File: src/rtl/coherence_pkg.sv
// Shared types for the L1/L2 coherence path: arbiter states, the L1 request record and op codes.
package coherence_pkg;

  localparam int L1_ADDR_W = 8;
  localparam int L1_DATA_W = 8;

  localparam logic OP_READ  = 1'b0;
  localparam logic OP_WRITE = 1'b1;

  typedef enum logic [1:0] {
    IDLE  = 2'd0,
    ISSUE = 2'd1,
    WAIT  = 2'd2
  } arb_state_t;

  typedef struct packed {
    logic [L1_ADDR_W-1:0] addr;
    logic                 op;
    logic [L1_DATA_W-1:0] data;
    logic                 wb;
  } l1_req_t;

endpackage

File: src/rtl/req_buffer.sv
// One-entry request capture register with a full flag; ready is the registered inverse of full.
module req_buffer
  import coherence_pkg::*;
#(
  parameter int ADDR_W = 8,
  parameter int DATA_W = 8
) (
  input  logic              clk,
  input  logic              rst_n,
  input  logic              in_valid,
  output logic              in_ready,
  input  logic [ADDR_W-1:0] in_addr,
  input  logic              in_op,
  input  logic [DATA_W-1:0] in_data,
  input  logic              in_wb,
  input  logic              clear,
  output logic              full,
  output logic [ADDR_W-1:0] addr,
  output logic              op,
  output logic [DATA_W-1:0] data,
  output logic              wb
);

  logic              full_q, full_d;
  logic [ADDR_W-1:0] addr_q, addr_d;
  logic              op_q, op_d;
  logic [DATA_W-1:0] data_q, data_d;
  logic              wb_q, wb_d;

  // Capture only while empty, so a release and a refill never share a cycle.
  always_comb begin
    full_d = full_q;
    addr_d = addr_q;
    op_d   = op_q;
    data_d = data_q;
    wb_d   = wb_q;
    if (clear) begin
      full_d = 1'b0;
    end else if (in_valid && !full_q) begin
      full_d = 1'b1;
      addr_d = in_addr;
      op_d   = in_op;
      data_d = in_data;
      wb_d   = in_wb;
    end else begin
      full_d = full_q;
    end
  end

  // Entry storage.
  always_ff @(posedge clk or negedge rst_n) begin
    if (!rst_n) begin
      full_q <= 1'b0;
      addr_q <= {ADDR_W{1'b0}};
      op_q   <= 1'b0;
      data_q <= {DATA_W{1'b0}};
      wb_q   <= 1'b0;
    end else begin
      full_q <= full_d;
      addr_q <= addr_d;
      op_q   <= op_d;
      data_q <= data_d;
      wb_q   <= wb_d;
    end
  end

  assign in_ready = ~full_q;
  assign full     = full_q;
  assign addr     = addr_q;
  assign op       = op_q;
  assign data     = data_q;
  assign wb       = wb_q;

endmodule

File: src/rtl/l2_request_arbiter.sv
// Shares the single L2 request port between two L1 caches: write-backs first, round-robin
// within a class, one transaction outstanding, bounded wait for L2 completion.
module l2_request_arbiter
  import coherence_pkg::*;
#(
  parameter int ADDR_W  = 8,
  parameter int DATA_W  = 8,
  parameter int TIMEOUT = 15
) (
  input  logic              clk,
  input  logic              rst_n,
  input  logic              req0_valid,
  output logic              req0_ready,
  input  logic [ADDR_W-1:0] req0_addr,
  input  logic              req0_op,
  input  logic [DATA_W-1:0] req0_data,
  input  logic              req0_wb,
  input  logic              req1_valid,
  output logic              req1_ready,
  input  logic [ADDR_W-1:0] req1_addr,
  input  logic              req1_op,
  input  logic [DATA_W-1:0] req1_data,
  input  logic              req1_wb,
  output logic              l2_valid,
  input  logic              l2_ready,
  output logic              l2_src,
  output logic [ADDR_W-1:0] l2_addr,
  output logic              l2_op,
  output logic [DATA_W-1:0] l2_data,
  output logic              l2_wb,
  input  logic              l2_done,
  output logic              done0,
  output logic              done1,
  output logic              timeout_err
);

  localparam int              CNT_W    = 8;
  localparam logic [CNT_W-1:0] CNT_LAST = CNT_W'(TIMEOUT - 1);
  localparam logic [CNT_W-1:0] CNT_ONE  = CNT_W'(1);

  arb_state_t        state_q, state_d;
  logic              src_q, src_d, last_q, last_d;
  logic [CNT_W-1:0]  cnt_q, cnt_d;
  logic              done0_q, done0_d, done1_q, done1_d, err_q, err_d;
  logic              full0_s, full1_s, clr0_s, clr1_s, win_s;
  logic              hs_s, fin_s, tmo_s;
  logic [ADDR_W-1:0] addr0_s, addr1_s;
  logic [DATA_W-1:0] data0_s, data1_s;
  logic              op0_s, op1_s, wb0_s, wb1_s;

  req_buffer #(.ADDR_W(ADDR_W), .DATA_W(DATA_W)) u_buf0 (
    .clk(clk), .rst_n(rst_n), .in_valid(req0_valid), .in_ready(req0_ready),
    .in_addr(req0_addr), .in_op(req0_op), .in_data(req0_data), .in_wb(req0_wb),
    .clear(clr0_s), .full(full0_s), .addr(addr0_s), .op(op0_s), .data(data0_s), .wb(wb0_s)
  );

  req_buffer #(.ADDR_W(ADDR_W), .DATA_W(DATA_W)) u_buf1 (
    .clk(clk), .rst_n(rst_n), .in_valid(req1_valid), .in_ready(req1_ready),
    .in_addr(req1_addr), .in_op(req1_op), .in_data(req1_data), .in_wb(req1_wb),
    .clear(clr1_s), .full(full1_s), .addr(addr1_s), .op(op1_s), .data(data1_s), .wb(wb1_s)
  );

  // Winner: a lone write-back beats a miss; otherwise the port not served last.
  always_comb begin
    win_s = 1'b0;
    if (full0_s && full1_s) begin
      if (wb0_s ^ wb1_s) begin
        win_s = wb1_s;
      end else begin
        win_s = ~last_q;
      end
    end else if (full1_s) begin
      win_s = 1'b1;
    end else begin
      win_s = 1'b0;
    end
  end

  assign hs_s  = (state_q == ISSUE) && l2_ready;
  assign fin_s = (state_q == WAIT) && l2_done;
  assign tmo_s = (state_q == WAIT) && !l2_done && (cnt_q == CNT_LAST);

  // State register.
  always_ff @(posedge clk or negedge rst_n) begin
    if (!rst_n) begin
      state_q <= IDLE;
    end else begin
      state_q <= state_d;
    end
  end

  // Next-state logic.
  always_comb begin
    state_d = state_q;
    case (state_q)
      IDLE:    if (full0_s || full1_s) state_d = ISSUE; else state_d = IDLE;
      ISSUE:   if (hs_s) state_d = WAIT; else state_d = ISSUE;
      WAIT:    if (fin_s || tmo_s) state_d = IDLE; else state_d = WAIT;
      default: state_d = IDLE;
    endcase
  end

  // Arbitration pointer, wait counter, completion pulses and the sticky timeout flag.
  always_comb begin
    src_d   = src_q;
    last_d  = last_q;
    cnt_d   = cnt_q;
    err_d   = err_q | tmo_s;
    done0_d = fin_s & ~src_q;
    done1_d = fin_s & src_q;
    clr0_s  = (fin_s | tmo_s) & ~src_q;
    clr1_s  = (fin_s | tmo_s) & src_q;
    if ((state_q == IDLE) && (full0_s || full1_s)) begin
      src_d = win_s;
    end else begin
      src_d = src_q;
    end
    if (fin_s || tmo_s) begin
      last_d = src_q;
    end else begin
      last_d = last_q;
    end
    if (hs_s) begin
      cnt_d = {CNT_W{1'b0}};
    end else if (state_q == WAIT) begin
      cnt_d = cnt_q + CNT_ONE;
    end else begin
      cnt_d = cnt_q;
    end
  end

  // Datapath registers; last_q starts at 1 so port 0 takes the first tie.
  always_ff @(posedge clk or negedge rst_n) begin
    if (!rst_n) begin
      src_q   <= 1'b0;
      last_q  <= 1'b1;
      cnt_q   <= {CNT_W{1'b0}};
      done0_q <= 1'b0;
      done1_q <= 1'b0;
      err_q   <= 1'b0;
    end else begin
      src_q   <= src_d;
      last_q  <= last_d;
      cnt_q   <= cnt_d;
      done0_q <= done0_d;
      done1_q <= done1_d;
      err_q   <= err_d;
    end
  end

  // Outputs: L2 fields are muxed from the registered buffers by the registered source.
  always_comb begin
    l2_valid    = (state_q == ISSUE);
    l2_src      = src_q;
    l2_addr     = src_q ? addr1_s : addr0_s;
    l2_op       = src_q ? op1_s   : op0_s;
    l2_data     = src_q ? data1_s : data0_s;
    l2_wb       = src_q ? wb1_s   : wb0_s;
    done0       = done0_q;
    done1       = done1_q;
    timeout_err = err_q;
  end

endmodule

File: config.mk
export PLATFORM = sky130hd
export DESIGN_NAME = l2_request_arbiter
export DESIGN_NICKNAME = d
export VERILOG_FILES = /design/src/rtl/coherence_pkg.sv /design/src/rtl/req_buffer.sv /design/src/rtl/l2_request_arbiter.sv
export SDC_FILE = /design/constraint.sdc
export NUM_CORES = 1
export LEC_CHECK = 0
export CORE_ASPECT_RATIO = 1.25
export CORE_MARGIN = 2
export CORE_UTILIZATION = 47
export CTS_BUF_LIST = sky130_fd_sc_hd__clkbuf_8
export CTS_CLUSTER_SIZE = 8
export DETAILED_ROUTE_END_ITERATION = 10
export PLACE_DENSITY = 0.79
export SKIP_LAST_GASP = 1
export SYNTH_ARGS = -nofsm -noshare
export SYNTH_HDL_FRONTEND = slang
export SYNTH_HIERARCHICAL = 1
export SYNTH_SLANG_ARGS = --single-unit
File: constraint.sdc
create_clock -name clk -period 2.7 [get_ports clk]
set_clock_uncertainty 0.1 [all_clocks]
set_input_delay 0.54 -clock clk [delete_from_list [all_inputs] [get_ports clk]]
set_output_delay 0.54 -clock clk [all_outputs]
set_load 0.03 [all_outputs]
==> out/qor.csv <==
stage,metric,value,unit
finish,stdcell_count,318,
clock_network,cts_made_buffers,5,
global_route,grt_pass1_vias,1662,
finish,n_fill_cell,406,
worst_setup_path,path_buf_inv,2,
sta,tightest_slew,771.5,ps
global_route,grt_pass1_wl,7527,um
clock_network,root_buffer,clkbuf_8,
worst_setup_path,critPathKind,flip-flop to primary output,
sta,rsz0062_at_grt,false,
yosys,synth_mux_area_share,29.72,%
global_route,antenna_found_initial,0,
finish,postLayoutCoreUtil,65.37,%
drt,drc,0,
clock_network,path_clk_slew,90,ps
yosys,synth_area,2471,um^2
floorplan,die_w,68.86,um
global_route,grt_max_degree,37,
clock_network,ctsHtreeMaxLevel,2,
sta,period_needed,2577,ps
yosys,yosys_warnings,6,
yosys,ys_async_sr_fraction,100.0,%
power_and_ir_drop,vdd_ir_drop_max,0.6589,mV
yosys,synth_area_per_cell,13.88,um^2
sta,setup_viol,0,
yosys,synthFlopType,dfrtp_1,
hold_path,worstHoldPathType,input port to asynchronous set/reset pin,
worst_setup_path,r2r-end,u_buf1/data[1],
drt,first_iter_violations,55,
drt,vias,1624,
worst_setup_path,required,2060,ps
yosys,synth-simple-area-share,7.848,%
yosys,synth_top_family_by_area,multiplexers,
global_route,grt_overflow,0,
flow_run,maxCapViolations,0,
floorplan,core,5080,um^2
outcome,outcome,completed,
yosys,yosysUniqueCellTypes,32,
sta,final_hold_viol_count,0,
drt,wl_per_cell,14.39,um
yosys,synth-compound-area-share,4.101,%
worst_setup_path,crit_chain,buf_4 > mux2_2 > clkdlybuf4s50_1,
worst_setup_path,critical-path-top-delay-family,buffers and inverters,
finish,nets,299,
yosys,synth-edff-count,0,
yosys,ys_seq_elements,53,
worst_setup_path,crit_path_end_kind,primary output,
sta,slew_headroom,48.57,%
sta,maxSlewViolCount,0,
worst_setup_path,start_kind,flip-flop,
power_and_ir_drop,p_leak,1.465,nW
drt,antenna_left,0,
yosys,syn-num-nets,222,
worst_setup_path,r2r-start,cnt_q[0],
yosys,syn-instance-count,178,
yosys,synthXorXnorAreaFrac,0,%
finish,n_antenna_cell,0,
yosys,synth_fa_ha_area_share,1.013,%
worst_setup_path,reg2reg_slack,280,ps
clock_network,clk_latency,300,ps
floorplan,die_area,5857,um^2
sta,finalCritPeriodShare,95.45,%
placement,hpwl,3359,um
global_route,groute.usage.overall,16.76,%
worst_setup_path,max_stage_delay,600,ps
placement,routabilityCongestion,0.7495,
placement,placed_cells,308,
drt,routed_wl,4575,um
placement,portBuffers,66,
power_and_ir_drop,p_per_area,1083,nW/um^2
yosys,ys_seq_area_share,53.72,%
worst_setup_path,slowest_stage,clkdlybuf4s50_1,
floorplan,boundaryPins,67,
finish,area_delta_synth_final,34.38,%
worst_setup_path,reg2regPathDepth,10,
worst_setup_path,cp_max_fo,25,
drt,viasPerCell,5.107,
floorplan,initial_core_util,48.65,%
floorplan,die_y,85.07,um
clock_network,cts_sinks,53,
clock_network,clock_path_buffers,2,
sta,fmax,388.0,MHz
worst_setup_path,cp.arrival,1940,ps
drt,first_pass_iters,4,
clock_network,cts_tree,done,
floorplan,rows,29,
finish,drive_gt1_share,30.86,%
[worst max path at each step]
| stage | slack, ps | cells after the start | from | endpoint |
|---|---|---|---|---|
| 3_5_place_dp | -270 | 5 | l2_done | u_buf0/data[7] |
| 4_1_cts | 110 | 3 | l2_src | l2_addr[4] |
| 6_report | 120 | 3 | l2_src | l2_addr[4] |
| 2_1_floorplan | 330 | 10 | cnt_q[0] | u_buf0/addr[0] |
| 5_1_grt | 60 | 3 | l2_src | l2_addr[4] |
| 3_3_place_gp | -250 | 5 | l2_done | u_buf0/wb |
[flip-flops by register name, indices dropped and copies added, names as in the netlist]
| name | flops |
|---|---|
| done0 | 1 |
| timeout_err | 1 |
| u_buf0/op | 1 |
| l2_src | 1 |
| done1 | 1 |
| u_buf0/wb | 1 |
| u_buf1/data | 8 |
| u_buf0/data | 8 |
| u_buf1/addr | 8 |
| u_buf0/full | 1 |
| last_q | 1 |
| state_q | 2 |
| u_buf1/op | 1 |
| u_buf0/addr | 8 |
| u_buf1/full | 1 |
| u_buf1/wb | 1 |
| cnt_q | 8 |
[report_power, final]
group / switching, W / internal (W) / leakage [nW]
clock: 0.000243 / 0.000177 / 0.0491
sequential: 0.000185 / 0.00112 / 0.652
combinational: 0.000873 / 0.000998 / 0.764
[cells in the final DEF (no fill, tap or decap), types with 2 or more instances in the layout]
| cell type | n |
|---|---|
| clkdlybuf4s50_1 | 65 |
| buf_4 | 10 |
| nor3b_4 | 2 |
| nand2_1 | 11 |
| clkbuf_8 | 5 |
| o21ai_0 | 7 |
| inv_1 | 5 |
| a21oi_1 | 3 |
| nand4_1 | 3 |
| nor2_1 | 9 |
| nor2b_1 | 2 |
| mux2i_1 | 4 |
| a31oi_1 | 2 |
| ha_1 | 2 |
| clkinv_2 | 2 |
| mux2_2 | 34 |
| mux2_4 | 20 |
| dfrtp_1 | 52 |
| nor3_1 | 2 |
[cell usage after synthesis, drive strengths merged (2+ instances only)]
cell / number / area (um^2)
nand4: 3 / 18.77
inv: 4 / 15.01
a21oi: 3 / 15.01
nand2: 11 / 41.29
nor3b: 2 / 25.02
clkbuf: 3 / 11.26
dfrtp: 52 / 1301
ha: 2 / 25.02
nor2b: 2 / 12.51
buf: 4 / 62.56
mux2i: 4 / 40.04
nor3: 3 / 20.02
nor2: 9 / 33.78
mux2: 55 / 694.4
a31oi: 2 / 12.51
o21ai: 7 / 35.03
[worst register-to-register path, cell delays in order, from the launching register on]
cell and delay (ps):
dfrtp_1 380, inv_1 60, ha_1 130, or4b_1 440
nor3_2 170, o21a_2 150, buf_4 100, and2_1 180
nor3b_4 60, buf_4 200, mux2_4 310
[cell type report]
cell class	count	area (um^2)	area share (%)
clock buffers	5	68.82	2.072
clock inverters	3	13.76	0.4145
inverters	4	15.01	0.4521
multi-input cells	114	1067	32.14
flip-flops and latches	53	1328	39.98
well taps	62	77.57	2.336
repair buffers	77	750.7	22.61
[kinds of logic (layout without fill, tap and decap cells)]
family / after synthesis / in the layout
DFF: 53 / 53
muxes: 59 / 59
buffers and inverters: 11 / 89
adders and majority gates: 2 / 2
AOI/OAI and AO/OA: 17 / 17
and+or+nand+nor: 36 / 36
[per-stage QoR]
stage                     area (um^2)  power (W)  hold slack (ps)  setup WS (ps)  setup TNS (ps)
after floorplan                  2471   0.002534            144.4          333.0               0
after global placement           3211   0.003172            351.7         -254.1           -3910
after detailed placement         3211   0.003189            359.6         -272.4           -4157
after CTS                        3321   0.003630            232.9          107.7               0
after global routing             3321   0.003793            275.2          61.25               0
final                            3321   0.003595            204.1          123.0               0
[per-layer routing]
layer / part of all wire, % / wire (um) / global-route usage [%] / vias to the layer above
met1: 43 / 1989 / 21.96 / 794
li1: - / - / - / 781
met5: 0 / 0 / 0 / -
met3: 6.7 / 305 / 5.570 / 4
met4: 0.61 / 28 / 3.209 / 0
met2: 49 / 2251 / 27.10 / 45
[what timing repair did]
action	CTS	global route
endpoints found under the setup margin	8	0
buffers inserted	2	0
hold buffers	0	0
gates resized for setup	0	0
(Power assumes the default switching activity.)
